$ cat src/rtl/parking_gate_controller.sv
// Single-barrier car park gate sequencer: arbitrates entry/exit requests,
// owns the occupancy count and times the open window of the barrier.
module parking_gate_controller #(
  parameter int CAPACITY    = 8,
  parameter int OPEN_CYCLES = 200_000_000,
  localparam int CNT_W      = $clog2(CAPACITY + 1),
  localparam int TMR_W      = $clog2(OPEN_CYCLES)
) (
  input  logic             clk,
  input  logic             reset,
  input  logic             entry_req,
  input  logic             exit_req,
  input  logic             car_present,
  output logic             gate_open,
  output logic             entry_grant,
  output logic             exit_grant,
  output logic             entry_denied,
  output logic [CNT_W-1:0] occupancy,
  output logic             full,
  output logic             busy
);

  typedef enum logic [1:0] {IDLE, OPEN, HOLD, CLOSE} state_t;

  localparam logic [TMR_W-1:0] TMR_LAST = TMR_W'(OPEN_CYCLES - 1);
  localparam logic [CNT_W-1:0] CNT_CAP  = CNT_W'(CAPACITY);

  state_t             state, state_n;
  logic [TMR_W-1:0]   timer, timer_n;
  logic [CNT_W-1:0]   occ_n;
  logic               gate_n, entry_grant_n, exit_grant_n, entry_denied_n;
  logic               entry_pend, exit_pend, entry_pend_n, exit_pend_n;
  logic               entry_clr, exit_clr, entry_eff, exit_eff;

  assign full      = (occupancy == CNT_CAP);
  assign busy      = (state != IDLE);
  assign entry_eff = entry_pend | entry_req;
  assign exit_eff  = exit_pend | exit_req;

  always_comb begin
    state_n        = state;
    timer_n        = timer;
    occ_n          = occupancy;
    entry_grant_n  = 1'b0;
    exit_grant_n   = 1'b0;
    entry_denied_n = 1'b0;
    entry_clr      = 1'b0;
    exit_clr       = 1'b0;
    case (state)
      IDLE: begin
        // Exit takes priority because it frees a space; a deferred entry stays pending.
        if (exit_eff && (occupancy != '0)) begin
          state_n      = OPEN;
          timer_n      = '0;
          exit_grant_n = 1'b1;
          occ_n        = occupancy - CNT_W'(1);
          exit_clr     = 1'b1;
        end else begin
          if (exit_eff) exit_clr = 1'b1;
          if (entry_eff && !full) begin
            state_n       = OPEN;
            timer_n       = '0;
            entry_grant_n = 1'b1;
            occ_n         = occupancy + CNT_W'(1);
            entry_clr     = 1'b1;
          end else if (entry_eff) begin
            entry_denied_n = 1'b1;
            entry_clr      = 1'b1;
          end
        end
      end
      OPEN: begin
        if (timer == TMR_LAST) state_n = car_present ? HOLD : CLOSE;
        else                   timer_n = timer + TMR_W'(1);
      end
      HOLD: begin
        if (!car_present) state_n = CLOSE;
      end
      CLOSE:   state_n = IDLE;
      default: state_n = IDLE;
    endcase

    gate_n = (state_n == OPEN) || (state_n == HOLD);

    // A pulse arriving as an already-set flag is consumed keeps the flag set;
    // a pulse consumed directly in the same cycle does not.
    entry_pend_n = entry_clr ? (entry_pend & entry_req) : (entry_pend | entry_req);
    exit_pend_n  = exit_clr  ? (exit_pend  & exit_req)  : (exit_pend  | exit_req);
  end

  always_ff @(posedge clk or posedge reset) begin
    if (reset) begin
      state        <= IDLE;
      timer        <= '0;
      gate_open    <= 1'b0;
      entry_grant  <= 1'b0;
      exit_grant   <= 1'b0;
      entry_denied <= 1'b0;
      occupancy    <= '0;
      entry_pend   <= 1'b0;
      exit_pend    <= 1'b0;
    end else begin
      state        <= state_n;
      timer        <= timer_n;
      gate_open    <= gate_n;
      entry_grant  <= entry_grant_n;
      exit_grant   <= exit_grant_n;
      entry_denied <= entry_denied_n;
      occupancy    <= occ_n;
      entry_pend   <= entry_pend_n;
      exit_pend    <= exit_pend_n;
    end
  end

endmodule

$ cat config.mk
export PLATFORM = sky130hd
export DESIGN_NAME = parking_gate_controller
export DESIGN_NICKNAME = d
export VERILOG_FILES = /design/src/rtl/parking_gate_controller.sv
export SDC_FILE = /design/constraint.sdc
export NUM_CORES = 1
export LEC_CHECK = 0
export ABC_CLOCK_PERIOD_IN_PS = 2200
export BUFFER_PORTS_ARGS = -buffer_cell sky130_fd_sc_hd__buf_4
export CORE_UTILIZATION = 53
export DETAILED_ROUTE_END_ITERATION = 8
export PLACE_DENSITY_LB_ADDON = 0.25
export SLEW_MARGIN = 20
export SYNTH_ARGS = -nofsm -noshare
export SYNTH_HDL_FRONTEND = slang
export SYNTH_SLANG_ARGS = --single-unit
export TNS_END_PERCENT = 20
$ cat constraint.sdc
create_clock -name clk -period 2.2 [get_ports clk]
set_input_delay 0.44 -clock clk [delete_from_list [all_inputs] [get_ports clk]]
set_output_delay 0.44 -clock clk [all_outputs]
set_load 0.005 [all_outputs]
==> out/qor.txt, run 1 <==
Critical Path Fanout Max: 7
initial core utilization: 56.5%
root buffer selected by CTS: clkbuf_8
Worst Hold Class: primary input to async pin
Die Ht: 64.9 um
routed vias: 1,687
RSZ-0062 raised after global routing: no
Post-Syn Instances: 216
post-DR wirelength/cell: 15.0 um
R2R Setup Slk: 0.06 ns
Total Routing Usage GR: 23.7%
worst hold slack: 0.267 ns
final net count: 249
predominant post-synthesis flop cell: dfrtp_1
Sink Count: 40
P&R area growth vs syn: 16.5%
clk buf depth: 2
Data required, critical path: 2.42 ns
Hold Fails Final Rpt: 0
DRT Wirelength: 4320 um
end-of-flow core utilization: 65.8%
worst vdd ir: 0.000414 V
postcts setup bufs: 0
first-pass GRT wire length: 7480 um
DR pass1 iterations: 4
TritonCTS Buffers: 5
status: completed
Cell Area, Synth: 2100 um^2
fillers: 322
die area: 4210 um^2
DR vias/cell: 5.84
antenna violation net count after detailed routing: 0
largest net degree at the start of global routing: 41
GRT overflow: 0
antenna violations before repair: 0
final worst path period need: 2.14 ns
clk slew on worst S/H paths: 0.08 ns
1st-iter DRT viols: 116
Clock Latency Late Sink: 0.30 ns
syn_nets: 225
CP Capture Type: flip-flop
RR Startpoint: state[1]
yosys warns: 0
Slew Viols, Final: 0
relative slew slack: 66.1%
register area share after synthesis: 47.7%
layout cells sized above 1: 17.0%
n_diodes: 0
Max Cap Viol: 0
Async S/R FF share, synth: 100%
CTS tree: built
Core Region: 3720 um^2
CP startpoint: state[1]
max incr delay on CP: 0.55 ns
final setup margin: 0.0578 ns
CP Data Arrival Time: 2.37 ns
Worst Setup Path Type: flip-flop to flip-flop
total power: 1.36 mW
slowest CP cell: or4_4
Mean Syn Cell Area: 9.71 um^2
Tightest Pin Transition: 0.508 ns
DRC Markers: 0
startpoint types: flip-flop
clk_skew: 0.0106 ns
die width: 64.9 um
row cnt: 22
vias in the first global route: 1,577
setup TNS: 0 ns
io pins: 15
Post-synth EDFFs: 0
H-tree depth: 2
Power Dens Cells: 555 nW/um^2
P_leak: 1.05 nW
# port buffers: 14
synth unique cells: 40
worst-path cell chain: nand2b_4 > or4_4 > or3_4 > or3_1 > a21oi_1
Final period util: 97.4%
worst slack, placed: 0.0718 ns
Post-CTS Hold Fix Bufs: 0
DPL Wire Length: 2920 um
number of synthesized register bits: 40
fmax: 467 MHz
Final Wtd Congestion: 0.828
final setup violation count: 0
sequential cells by signal (all words and copies together) (netlist names):
register      count
entry_denied      1
entry_grant       1
entry_pend        1
exit_grant        1
exit_pend         1
gate_open         1
occupancy         4
state             2
timer            28
critical path, delay by kind of cell, from the launching register on:
| kind | cells | cell delay (ns) |
|---|---|---|
| flip-flops | 1 | 0.43 |
| AO/OA/AOI/OAI | 1 | 0.16 |
| AND/OR/NAND/NOR | 4 | 1.48 |
layout make-up:
type                       instances  area (um^2)  area share, %
multi-input combinational        158         1040           42.7
clock inverter                     2         35.0           1.43
inverter                           8         30.0           1.23
tap                               48         60.1           2.46
clock buffer                       6         72.6           2.97
sequential                        40         1000           40.9
timing repair buffer              27          203           8.29
kinds of logic (layout without fill, tap and decap cells):
| family | after synthesis | after routing | share of synthesized area (%) |
|---|---|---|---|
| compound gates | 34 | 34 | 10.3 |
| xor+xnor | 15 | 15 | 6.26 |
| fa+ha+maj | 6 | 6 | 3.70 |
| buf+inv | 18 | 43 | 3.40 |
| flops | 40 | 40 | 47.7 |
| mux | 5 | 5 | 2.39 |
| simple gates | 98 | 98 | 26.2 |
synthesized netlist by cell type, types with 3 or more instances:
master	instances	area, um^2
buf_2	3	15.0
and4_1	4	35.0
nand4_1	9	56.3
a21oi_1	8	40.0
clkbuf_1	6	22.5
xnor2_1	12	105
and3_1	3	18.8
ha_1	3	37.5
nor3_1	8	40.0
nand2_1	21	78.8
xor2_1	3	26.3
or3_1	6	37.5
nor2_1	18	67.6
inv_1	8	30.0
o211ai_1	7	52.6
nand3_1	7	35.0
nor4b_1	4	35.0
nor4_1	4	25.0
o31ai_1	5	37.5
mux2i_1	5	50.1
dfrtp_1	40	1000
o21ai_0	8	40.0
per-stage QoR:
stage,std cells,area (um^2)
6_report,289,2440
5_1_grt,289,2440
4_1_cts,289,2430
3_5_place_dp,281,2330
3_3_place_gp,281,2330
2_1_floorplan,216,2100
layout by cell type, fill, tap and decap left out, types with 8 or more instances in the layout:
cell type	Yosys	final
dfrtp_1	40	40
buf_4	0	27
nand2_1	21	21
nor2_1	18	18
xnor2_1	12	12
nand4_1	9	9
nor3_1	8	8
inv_1	8	8
o21ai_0	8	8
a21oi_1	8	8
final timing paths:
kind                            cells past startpoint            to
min in group clk                                    2  entry_denied
max in group asynchronous                           3     timer[27]
worst min register to register                      1      timer[6]
worst min-delay path                                3     timer[26]
worst max-delay path                                5     timer[20]
worst max register to register                      5     timer[20]
what timing repair did:
item                                    in CTS  in global routing
endpoints found under the hold margin        0                  0
endpoints found under the setup margin       0                  1
resized for setup                            0                  2
metal layers:
layer	share of wire (%)	GRT usage [%]	routed length, um	up-vias
met5	0	0	0	-
met4	1.3	8.33	57	0
met3	5.3	6.69	227	7
met2	46	35.8	2000	38
met1	47	32.4	2030	816
li1	-	-	-	826
power by group:
part                  switching [mW]  leakage [nW]  internal, mW
sequential     0.0000000000000000926         0.510         0.735
clock                          0.264        0.0552         0.337
combinational                 0.0163         0.489       0.00611
total                          0.280          1.05          1.08
Note: power is estimated with default switching activity, not from simulation.
==> run 2: changes to the inputs <==
==> constraint.sdc (replaced) <==
create_clock -name clk -period 2.2 [get_ports clk]
set_input_delay 0.22 -clock clk [delete_from_list [all_inputs] [get_ports clk]]
set_output_delay 0.22 -clock clk [all_outputs]
set_load 0.005 [all_outputs]
==> out/qor.txt, run 2 (same netlist as run 1, synthesis figures left out) <==
cts repair resizes: 0 (unchanged)
Max Cap Viol: 0 (unchanged)
CP top delay family: simple AND/OR/NAND/NOR gates (unchanged)
RSZ-0062 raised after global routing: no (unchanged)
CP Capture Type: flip-flop (unchanged)
routed vias: 1,683 (was 1,687)
CTS tree: built (unchanged)
max incr delay on CP: 0.54 ns (was 0.55 ns)
met3 WL: 128 um (was 227 um)
1st-iter DRT viols: 72 (was 116)
Worst Setup Path Type: flip-flop to flip-flop (unchanged)
Power Dens Cells: 546 nW/um^2 (was 555 nW/um^2)
vias in the first global route: 1,708 (was 1,577)
Worst path depth: 5 (unchanged)
P&R area growth vs syn: 17.3% (was 16.5%)
Total Routing Usage GR: 23.0% (was 23.7%)
GRT overflow: 0 (unchanged)
die area: 4210 um^2 (unchanged)
Worst Reg-to-Reg Cells: 5 (unchanged)
Final Wtd Congestion: 0.799 (was 0.828)
row cnt: 22 (unchanged)
startpoint types: flip-flop (unchanged)
Tightest Pin Transition: 0.499 ns (was 0.508 ns)
Sink Count: 40 (unchanged)
antenna violation net count after detailed routing: 0 (unchanged)
Hold Fails Final Rpt: 0 (unchanged)
CP bufs+invs: 0 (unchanged)
# port buffers: 14 (unchanged)
clk buf depth: 2 (unchanged)
most common cell after layout, fill and taps aside: dfrtp_1 (unchanged)
DRC Markers: 0 (unchanged)
post-DR wirelength/cell: 15.0 um (about the same)
Core Region: 3720 um^2 (unchanged)
initial core utilization: 56.5% (unchanged)
io pins: 15 (unchanged)
postcts setup bufs: 0 (unchanged)
first-pass GRT wire length: 7420 um (was 7480 um)
fmax: 468 MHz (was 467 MHz)
n_diodes: 0 (unchanged)
DRT Wirelength: 4350 um (was 4320 um)
antenna violations before repair: 0 (unchanged)
root buffer selected by CTS: clkbuf_8 (unchanged)
Die Ht: 64.9 um (unchanged)
DPL Wire Length: 3020 um (was 2920 um)
Post-CTS Hold Fix Bufs: 0 (unchanged)
P_leak: 1.06 nW (was 1.05 nW)
clk slew on worst S/H paths: 0.08 ns (about the same)
relative slew slack: 66.7% (was 66.1%)
setup TNS: 0 ns (unchanged)
final net count: 251 (was 249)
slowest CP cell: or4_4 (unchanged)
Largest regs: timer x28, occupancy x4, state x2 (unchanged)
die width: 64.9 um (unchanged)
H-tree depth: 2 (unchanged)
CP Data Arrival Time: 2.35 ns (was 2.37 ns)
commonest cells after routing, fill and taps aside: 40 x dfrtp_1, 29 x buf_4, 21 x nand2_1 (was 40 x dfrtp_1, 27 x buf_4, 21 x nand2_1)
final setup violation count: 0 (unchanged)
Final period util: 97.0% (was 97.4%)
M1 WL: 2060 um (was 2030 um)
largest net degree at the start of global routing: 41 (unchanged)
worst-path cell chain: nand2b_4 > or4_4 > or3_4 > or3_1 > a21oi_1 (unchanged)
Design Area, Final: 2460 um^2 (was 2440 um^2)
Slew Viols, Final: 0 (unchanged)
Worst Hold Class: primary input to async pin (unchanged)
Post-DP Area: 2340 um^2 (was 2330 um^2)
Data required, critical path: 2.42 ns (about the same)
layout cells sized above 1: 18.1% (was 17.0%)
clk_skew: 0.00981 ns (was 0.0106 ns)
max FFs per register: 28 (unchanged)
DR top layer: met4 (unchanged)
DR vias/cell: 5.78 (was 5.84)
metal2 WL: 2100 um (was 2000 um)
worst vdd ir: 0.000324 V (was 0.000414 V)
final worst path period need: 2.13 ns (was 2.14 ns)
Clock Latency Late Sink: 0.29 ns (was 0.30 ns)
TritonCTS Buffers: 5 (unchanged)
DR pass1 iterations: 4 (unchanged)
status: completed (unchanged)
Critical Path Fanout Max: 7 (unchanged)
Top reg by flops: timer (unchanged)
==> run 2: report_power, final <==
part | internal [mW] | switching, mW | total [mW]
clock network | 0.337 | 0.250 | 0.587
registers | 0.735 | 0.0000000000000000928 | 0.735
logic | 0.00613 | 0.0162 | 0.0224
total | 1.08 | 0.266 | 1.34
==> run 2: final cells by class <==
type	instances	area, um^2
well taps	48	60.1
inverters	8	30.0
clock buffers	6	72.6
fillers	316	1250
clock inverters	2	35.0
repair buffers	29	218
multi-input cells	158	1040
flip-flops and latches	40	1000
==> run 2: path summary, 6_finish.rpt <==
check	to	from	slack (ns)
worst min register to register	timer[27]	timer[27]	0.49
worst min-delay path	timer[19]	reset	0.04
worst max register to register	timer[20]	state[1]	0.07
min in group clk	entry_denied	exit_req	0.09
worst max-delay path	timer[20]	state[1]	0.07
max in group asynchronous	timer[10]	reset	1.80
==> run 2: metrics by stage <==
stage / power (mW) / utilization, % / instances / setup slack (ns) / hold slack [ns]
detailed placement: 0.773 / 63.0 / 283 / 0.0518 / 0.381
CTS: 1.36 / 65.9 / 291 / 0.0498 / 0.0622
floorplan: 0.760 / - / 216 / 0.0251 / 0.291
global placement: 0.772 / 63.0 / 283 / 0.145 / 0.378
finish: 1.34 / 66.2 / 291 / 0.0655 / 0.0405
global route: 1.39 / 66.2 / 291 / 0.00213 / 0.0900
==> run 2: worst reg2reg max path, delay by kind of cell (launching register included) <==
kind | cells | cell delay (ns)
compound gates | 1 | 0.16
simple gates | 4 | 1.48
flops | 1 | 0.43
==> run 2: routing by layer <==
metal	vias to the layer above	global-route usage, %
met3	7	4.40
met4	0	9.44
met1	807	28.5
met5	-	0
met2	29	39.1
li1	840	-
==> run 3: changes to the inputs <==
--- a/config.mk
+++ b/config.mk
@@ -5,9 +5,9 @@
 export SDC_FILE = /design/constraint.sdc
 export NUM_CORES = 1
 export LEC_CHECK = 0
-export ABC_CLOCK_PERIOD_IN_PS = 2200
+export ABC_CLOCK_PERIOD_IN_PS = 2400
 export BUFFER_PORTS_ARGS = -buffer_cell sky130_fd_sc_hd__buf_4
-export CORE_UTILIZATION = 53
+export CORE_UTILIZATION = 59
 export DETAILED_ROUTE_END_ITERATION = 8
 export PLACE_DENSITY_LB_ADDON = 0.25
 export SLEW_MARGIN = 20
==> constraint.sdc (replaced) <==
create_clock -name clk -period 2.4 [get_ports clk]
set_input_delay 0.24 -clock clk [delete_from_list [all_inputs] [get_ports clk]]
set_output_delay 0.24 -clock clk [all_outputs]
set_load 0.005 [all_outputs]
==> out/qor.txt, run 3 (same netlist as run 1, synthesis figures left out) <==
status: completed (unchanged)
H-tree depth: 2 (unchanged)
final net count: 244 (was 251)
DPL Wire Length: 3080 um (was 3020 um)
commonest cells after routing, fill and taps aside: 40 x dfrtp_1, 21 x nand2_1, 21 x buf_4 (was 40 x dfrtp_1, 29 x buf_4, 21 x nand2_1)
root buffer selected by CTS: clkbuf_4 (was clkbuf_8)
layout cells sized above 1: 14.8% (was 18.1%)
TritonCTS Buffers: 5 (unchanged)
CTS tree: built (unchanged)
DRC Markers: 0 (unchanged)
Worst Setup Path Type: flip-flop to flip-flop (unchanged)
postcts setup bufs: 0 (unchanged)
Total Routing Usage GR: 25.7% (was 23.0%)
io pins: 15 (unchanged)
initial core utilization: 62.4% (was 56.5%)
1st-iter DRT viols: 91 (was 72)
DR vias/cell: 6.03 (was 5.78)
clock share of power: 38.6% (was 43.7%)
die area: 3800 um^2 (was 4210 um^2)
worst vdd ir: 0.000434 V (was 0.000324 V)
relative slew slack: 61.2% (was 66.7%)
largest net degree at the start of global routing: 26 (was 41)
CP Data Arrival Time: 2.52 ns (was 2.35 ns)
Sink Count: 40 (unchanged)
Final Wtd Congestion: 0.815 (was 0.799)
Core Region: 3360 um^2 (was 3720 um^2)
most common cell after layout, fill and taps aside: dfrtp_1 (unchanged)
max FFs per register: 28 (unchanged)
antenna violation net count after detailed routing: 0 (unchanged)
DR pass1 iterations: 4 (unchanged)
Power Dens Cells: 480 nW/um^2 (was 546 nW/um^2)
Int Pwr: 0.898 mW (was 1.08 mW)
setup TNS: 0 ns (unchanged)
RSZ-0062 raised after global routing: no (unchanged)
startpoint types: flip-flop (unchanged)
CP Capture Type: flip-flop (unchanged)
DRT Wirelength: 4240 um (was 4350 um)
n_diodes: 0 (unchanged)
Critical Path Fanout Max: 6 (was 7)
Data required, critical path: 2.64 ns (was 2.42 ns)
Tightest Pin Transition: 0.581 ns (was 0.499 ns)
Max Cap Viol: 0 (unchanged)
fmax: 439 MHz (was 468 MHz)
combinational share of power: 1.9% (was 1.7%)
fraction of power spent switching nets: 20.8% (was 19.8%)
die width: 61.6 um (was 64.9 um)
GRT overflow: 0 (unchanged)
final worst path period need: 2.28 ns (was 2.13 ns)
vias in the first global route: 1,626 (was 1,708)
routed vias: 1,701 (was 1,683)
Hold Fails Final Rpt: 0 (unchanged)
clk buf depth: 2 (unchanged)
first-pass GRT wire length: 7050 um (was 7420 um)
clk_skew: 0.0192 ns (was 0.00981 ns)
Clock Latency Late Sink: 0.35 ns (was 0.29 ns)
Largest regs: timer x28, occupancy x4, state x2 (unchanged)
P_leak: 1.02 nW (was 1.06 nW)
final setup violation count: 0 (unchanged)
P&R area growth vs syn: 12.6% (was 17.3%)
Top reg by flops: timer (unchanged)
Psw: 0.236 mW (was 0.266 mW)
worst hold slack: 0.0624 ns (was 0.0405 ns)
post-DR wirelength/cell: 15.0 um (about the same)
# port buffers: 14 (unchanged)
R2R Setup Slk: 0.12 ns (was 0.07 ns)
Final period util: 94.9% (was 97.0%)
cts repair resizes: 0 (unchanged)
antenna violations before repair: 0 (unchanged)
row cnt: 21 (was 22)
Slew Viols, Final: 0 (unchanged)
Worst Hold Class: primary input to flip-flop (was primary input to async pin)
Seq pwr share: 59.4% (was 54.7%)
clk slew on worst S/H paths: 0.13 ns (was 0.08 ns)
Die Ht: 61.6 um (was 64.9 um)
==> run 3: path summary, 6_finish.rpt <==
path | startpoint | cells past startpoint | end
max reg2reg | occupancy[1] | 9 | occupancy[3]
max | occupancy[1] | 9 | occupancy[3]
min | exit_req | 2 | entry_denied
min reg2reg | timer[27] | 1 | timer[27]
min in group asynchronous | reset | 3 | timer[6]
max in group asynchronous | reset | 4 | timer[15]
==> run 3: what timing repair did <==
item	4_1_cts	5_1_grt
hold endpoints to repair	15	0
hold buffers	1	0
setup endpoints to repair	0	0
==> run 3: through the flow <==
step | util (%) | cell area, um^2 | cells | setup WS [ns] | power (mW)
5_1_grt | 70.2 | 2360 | 282 | 0.0127 | 1.18
3_3_place_gp | 67.6 | 2270 | 273 | 0.245 | 0.707
4_1_cts | 70.2 | 2360 | 282 | 0.125 | 1.15
2_1_floorplan | - | 2100 | 216 | 0.196 | 0.697
6_report | 70.2 | 2360 | 282 | 0.121 | 1.13
3_5_place_dp | 67.6 | 2270 | 273 | 0.173 | 0.708
==> run 3: power by group through the flow <==
stage / sequential [mW] / combinational (mW) / clock [mW]
floorplan: 0.687 / 0.0102 / 0
global placement: 0.687 / 0.0205 / 0
detailed placement: 0.687 / 0.0215 / 0
CTS: 0.674 / 0.0227 / 0.455
global route: 0.674 / 0.0252 / 0.480
finish: 0.674 / 0.0217 / 0.438
==> run 3: cell type report <==
cell class / count / area, um^2
multi-input cells: 158 / 1030
inverters: 8 / 30.0
flip-flops and latches: 40 / 1000
fillers: 272 / 1000
well taps: 46 / 57.6
clock inverters: 3 / 42.5
clock buffers: 5 / 37.5
repair buffers: 22 / 168
==> run 3: metal layers <==
metal	share of wire, %	track usage (%)
met1	44	30.8
met2	50	44.2
met3	5.1	6.93
met4	1.1	9.52
met5	0	0
==> run 3: critical path, cell delays in order, from the launching register on <==
cell	delay, ns
dfrtp_1	0.47
nor4_1	0.39
or2_2	0.24
inv_1	0.08
ha_1	0.27
a21o_1	0.18
a21oi_1	0.19
xor2_1	0.16
nand2_1	0.08
xnor2_1	0.12
